$ cat config.mk
export PLATFORM = sky130hd
export DESIGN_NAME = output_port_controller
export DESIGN_NICKNAME = d
export VERILOG_FILES = /design/src/rtl/output_port_controller.sv
export SDC_FILE = /design/constraint.sdc
export NUM_CORES = 1
export LEC_CHECK = 0
export ABC_AREA = 1
export CORE_MARGIN = 3
export CORE_UTILIZATION = 48
export DETAILED_ROUTE_END_ITERATION = 6
export PLACE_DENSITY = 0.84
export SETUP_SLACK_MARGIN = 0.1
export SLEW_MARGIN = 20
export SYNTH_ARGS = -nofsm -noshare
export SYNTH_HDL_FRONTEND = slang
export SYNTH_SLANG_ARGS = --single-unit
$ cat constraint.sdc
create_clock -name clk -period 2.19 [get_ports clk]
set_input_delay 0.5475 -clock clk [delete_from_list [all_inputs] [get_ports clk]]
set_output_delay 0.5475 -clock clk [all_outputs]
set_load 0.02 [all_outputs]
$ cat src/rtl/output_port_controller.sv
// Output port scheduler: round-robin grant across input ports, one downstream
// packet credit per grant, then drives select and flit valid for one packet.
module output_port_controller #(
    parameter int PORTS        = 4,
    parameter int PACKET_FLITS = 5,
    parameter int CREDITS      = 4,
    parameter int SEL_W        = (PORTS > 1) ? $clog2(PORTS) : 1,
    parameter int CRD_W        = $clog2(CREDITS + 1)
) (
    input  logic             clk,
    input  logic             reset,
    input  logic [PORTS-1:0] request_din,
    input  logic             credit_in_din,
    output logic [PORTS-1:0] transfer_strobe_dout,
    output logic [SEL_W-1:0] port_select_dout,
    output logic             flit_valid_dout,
    output logic             port_busy_dout,
    output logic [CRD_W-1:0] credits_dout
);

    localparam int CNT_W = $clog2(PACKET_FLITS + 1);

    typedef enum logic [1:0] {
        IDLE,
        GRANT,
        ACTIVE
    } state_t;

    state_t           state_q, state_d;
    logic [SEL_W-1:0] ptr_q, ptr_d;
    logic [SEL_W-1:0] sel_q, sel_d;
    logic [CNT_W-1:0] cnt_q, cnt_d;
    logic [CRD_W-1:0] crd_q, crd_d;
    logic [SEL_W-1:0] win;
    logic             found;
    logic             eligible;
    logic             granting;

    // Two passes: indices at or above the pointer first, then the wrap-around.
    always_comb begin
        found = 1'b0;
        win   = '0;
        for (int i = 0; i < PORTS; i++) begin
            if (!found && request_din[i] && i >= int'(ptr_q)) begin
                found = 1'b1;
                win   = SEL_W'(i);
            end
        end
        for (int i = 0; i < PORTS; i++) begin
            if (!found && request_din[i]) begin
                found = 1'b1;
                win   = SEL_W'(i);
            end
        end
    end

    assign eligible = found && (crd_q != '0);
    assign granting = (state_q == GRANT);

    always_comb begin
        state_d = state_q;
        ptr_d   = ptr_q;
        sel_d   = sel_q;
        cnt_d   = cnt_q;
        unique case (state_q)
            IDLE: begin
                if (eligible) begin
                    sel_d   = win;
                    ptr_d   = (win == SEL_W'(PORTS - 1)) ? '0 : win + 1'b1;
                    state_d = GRANT;
                end
            end
            GRANT: begin
                cnt_d   = CNT_W'(PACKET_FLITS);
                state_d = ACTIVE;
            end
            ACTIVE: begin
                cnt_d = cnt_q - 1'b1;
                if (cnt_q == CNT_W'(1)) begin
                    state_d = IDLE;
                end
            end
            default: state_d = IDLE;
        endcase
    end

    // A return and a spend in the same cycle cancel out.
    always_comb begin
        crd_d = crd_q;
        if (credit_in_din && !granting) begin
            if (crd_q != CRD_W'(CREDITS)) begin
                crd_d = crd_q + 1'b1;
            end
        end else if (granting && !credit_in_din) begin
            crd_d = crd_q - 1'b1;
        end
    end

    always_ff @(posedge clk or negedge reset) begin
        if (!reset) begin
            state_q <= IDLE;
            ptr_q   <= '0;
            sel_q   <= '0;
            cnt_q   <= '0;
            crd_q   <= CRD_W'(CREDITS);
        end else begin
            state_q <= state_d;
            ptr_q   <= ptr_d;
            sel_q   <= sel_d;
            cnt_q   <= cnt_d;
            crd_q   <= crd_d;
        end
    end

    always_comb begin
        transfer_strobe_dout = '0;
        for (int i = 0; i < PORTS; i++) begin
            transfer_strobe_dout[i] = granting && (sel_q == SEL_W'(i));
        end
    end

    assign port_select_dout = sel_q;
    assign flit_valid_dout  = (state_q == ACTIVE);
    assign port_busy_dout   = (state_q != IDLE);
    assign credits_dout     = crd_q;

endmodule

[After elaboration in Yosys (flattened, before gate mapping)]
Cells that the tools add are included.
Storage, ports and cells
  logic and storage cells: 81
  flip-flop bits (word level): 12
Cells by class
  eq/ne operators: 11
  reduce and logical (&&, ||, !) cells: 35
  add/subtract/negate cells: 4
  $lt $le $gt $ge: 3
  mux-type cells: 23
Operators with widths (count)
  $mux 2: 9
  $logic_and 1x1->1: 17
  $logic_not 1->1: 9
  $mux 1: 9
  $mux 3: 3
  $eq 2x2->1 const B: 4
  $pmux 2 s3: 1
  $pmux 3 s2: 1
  $reduce_and 2->1: 3
  $reduce_bool 2->1: 3
  $sub 3x1->3 const B: 2
  $eq 2x1->1 const B: 2
  $ge 1x2->1 const A: 2
  $logic_not 2->1: 2
  $ne 2x1->1 const B: 2
  $add 3x1->3 const B: 1
  $eq 3x1->1 const B: 1
  $ne 3x3->1 const B: 1
  $reduce_bool 3->1: 1
  $add 2x1->2 const B: 1
  $ge 2x2->1 const A: 1
  $ne 2x2->1 const B: 1

[Logic depth before layout (Yosys ltp)]
  depth in word-level cells: 29
  mapped depth: 10

[Worst setup path before layout]
OpenSTA, ideal clock, no wires.
  path kind: reg-to-output
  from: reg state_q[1]
  to: out transfer_strobe_dout[3]
  data arrival time: 1220 ps
  buffers on the path: 0
  required time: 1642 ps
  path slack: 422 ps
  stages on the path, launching flop included: 5
  path through: dfrtp_1 > inv_1 > ha_1 > inv_1 > nor3_1
On the way
  longest elaborated chain between the ends: 2
Ends and longest elaborated chain
  from (decl): line 29  | state_t state_q, state_d;
  from (signal assigned): line 107  | state_q <= state_d;
  $eq 2x1->1: line 58  | assign granting = (state_q == GRANT);
  $logic_and 1x1->1: line 118  | transfer_strobe_dout[i] = granting && (sel_q == SEL_W'(i));
  to (decl): line 14  | output logic [PORTS-1:0] transfer_strobe_dout,
Every way passes these cells.

[Worst setup path after layout]
Ends and elaborated chain as after synthesis.

==> flow_metrics.tcl <==
set metrics [dict create \
    run_status "complete, no violations" \
    instances_no_fill 143 \
    initialDrtViolationCount 17 \
    dp.final_hpwl_um 1150 \
    total_power_density_per_cell_area_nw_per_um2 1470 \
    start_kind "flip-flop" \
    transition_time_of_the_tightest_slew_check_pin_ns 0.536 \
    nFillCells 126 \
    cts.sinks 12 \
    global_route.overflow_total 0 \
    area.growth.synth_to_final_pct 25.9 \
    final-seq-area_um2 302 \
    slew_viol_final 0 \
    first_global_vias 556 \
    timing.final.crit_share_pct 90.6 \
    layout.nets 141 \
    global_route_wire_length_before_repair_um 2280 \
    synthesis.nets 119 \
    clock_tree.htree_level_count 1 \
    cap_violations 0 \
    setup_violations 0 \
    wire_per_inst_um 10.0 \
    power.ir.vdd_worst_mv 0.846 \
    cts_root_buffer "clkbuf_4" \
    yosys_warnings 0 \
    antenna_fix_cells 0 \
    grt_max_degree 13 \
    post_cts_sizing 15 \
    rsz0062_at_grt "false" \
    cts.path.max_buffers 2 \
    post_drt_via_cell_ratio 4.86 \
    die_w_um 46.7 \
    drt_first_pass_iters 4 \
    tns_ns 0 \
    cts_clock_pin_slew_for_the_worst_setup_and_hold_paths_ns 0.08 \
    clock_skew_ns 0.000348 \
    cts_tree "done" \
    leakagePower_nw 0.545 \
    max_freq_ghz 0.504 \
    i_o_pins 18 \
    clk_latency_ns 0.27 \
    tot_gr_track_use_pct 14.8 \
    floorplan.initialDensity_pct 51.6 \
    die_h_um 46.7 \
    worstSetupPathType "flip-flop to output port" \
    placed_cells_incl_taps 139 \
    ctsHoldBuffers 0 \
    i_o_buffers 17 \
    synth_cell_type_count 20 \
    synthesis.area_um2 796 \
    floorplan.die_area_um2 2180 \
    number_of_antenna_violations_at_the_first_check_in_global_routing 0 \
    yosys_register_bits 12 \
    finalHoldViolations 0 \
    timing.slew.headroom_pct 64.1 \
    cts-buffers-inserted 3 \
    final_period_minus_worst_setup_slack_ns 1.98 \
    critical_path.endpoint_type "output port" \
    dr_total_vias 695 \
    final_layout_size_suffix_gt1_share_pct 14.2 \
    synth_cells 106 \
    row_count 14 \
    detail-route-antenna-nets 0 \
    core_um2 1540 \
    sequential_element_share_of_the_synthesized_area_pct 37.9 \
    timing.critical_path.required_ns 1.64 \
    footprint_of_the_multi_input_gates_um2 407 \
    holdCritPathClass "flip-flop to flip-flop" \
    routed_wl_um 1440 \
    worstPathArrival_ns 1.44 \
    detail_route.drc_violations 0 \
    cts.repair_timing.setup_buffer_count 0 \
    mapped_avg_cell_area_um2 7.51 \
    routabilityCongestion 0.770 \
    worst-path-max-fanout 4 \
]
[final timing paths]
| kind | from | endpoint | slack (ns) | depth (start not counted) |
|---|---|---|---|---|
| worst max register to register | state_q[1] | credits_dout[2] | 0.42 | 8 |
| min in group asynchronous | reset | cnt_q[1] | 0.62 | 1 |
| max in group asynchronous | reset | credits_dout[2] | 1.20 | 1 |
| worst max-delay path | state_q[1] | transfer_strobe_dout[3] | 0.21 | 5 |
| worst min-delay path | ptr_q[1] | ptr_q[1] | 0.51 | 2 |
| worst min register to register | ptr_q[1] | ptr_q[1] | 0.51 | 2 |
[registers in the layout, summed over array words and instances (netlist names)]
name and flops:
ptr_q 2, port_select_dout 2, state_q 2, credits_dout 3, cnt_q 3
[synth_stat cells, drive strengths merged]
cell type | n | area, um2
a21oi | 2 | 25.0
dfrtp | 11 | 275
dfstp | 1 | 26.3
fa | 1 | 20.0
ha | 5 | 62.6
inv | 24 | 90.1
nand2 | 31 | 116
nand3 | 7 | 40.0
nand4 | 2 | 18.8
nor2 | 5 | 21.3
nor3 | 4 | 20.0
o21ai | 10 | 53.8
xor2 | 3 | 26.3
[cell usage in the layout (no fill, tap or decap), types with 2 or more instances in the layout]
master           count
buf_2                3
clkbuf_4             3
clkdlybuf4s50_1     11
dfrtp_1             11
dlygate4sd2_1        2
ha_1                 4
inv_1               22
inv_2                2
nand2_1             31
nand3_1              6
nor2_1               4
nor3_1               4
o21ai_0              7
o21ai_1              2
xor2_1               3
[per-stage QoR]
stage | hold slack, ns | instance area, um2 | worst slack, ns | utilization, % | power [mW]
2_1_floorplan | 0.252 | 796 | 0.422 | - | 1.04
3_3_place_gp | 0.486 | 986 | 0.0618 | 64.0 | 1.30
3_5_place_dp | 0.496 | 986 | 0.0514 | 64.0 | 1.34
4_1_cts | 0.514 | 1020 | 0.0297 | 66.3 | 1.50
5_1_grt | 0.542 | 1000 | 0.140 | 65.0 | 1.62
6_report | 0.515 | 1000 | 0.206 | 65.0 | 1.47
[kinds of logic after synthesis]
kind of cell | count (synthesis) | synth area share, %
and+or+nand+nor | 49 | 27.2
buffers and inverters | 24 | 11.3
xor gates and xnor gates | 3 | 3.30
DFF | 12 | 37.9
AOI/OAI and AO/OA | 12 | 9.91
adders and majority gates | 6 | 10.4
[per-layer routing]
layer / global-route usage, % / vias up / wire (um)
li1: - / 370 / -
met1: 21.3 / 308 / 724
met2: 21.7 / 17 / 621
met3: 4.69 / 0 / 90
met4: 3.31 / 0 / 0
met5: 0 / - / 0
[power breakdown]
part | switching, mW | total (mW) | internal [mW]
Combinational | 0.526 | 0.868 | 0.342
Clock | 0.0765 | 0.177 | 0.101
Sequential | 0.0870 | 0.428 | 0.341
[final cells by class]
cell class              instances  area share [%]
well taps                      16            2.00
multi-input cells              70            40.6
inverters                      24            8.99
clock buffers                   4            3.62
flip-flops and latches         12            30.1
repair buffers                 17            14.7
[critical path, stage by stage, from the launching register on]
cell,delay [ns]
dfrtp_1,0.41
inv_1,0.09
ha_2,0.21
inv_1,0.08
nor3_1,0.18
clkbuf_2,0.19
(Power assumes the default switching activity.)
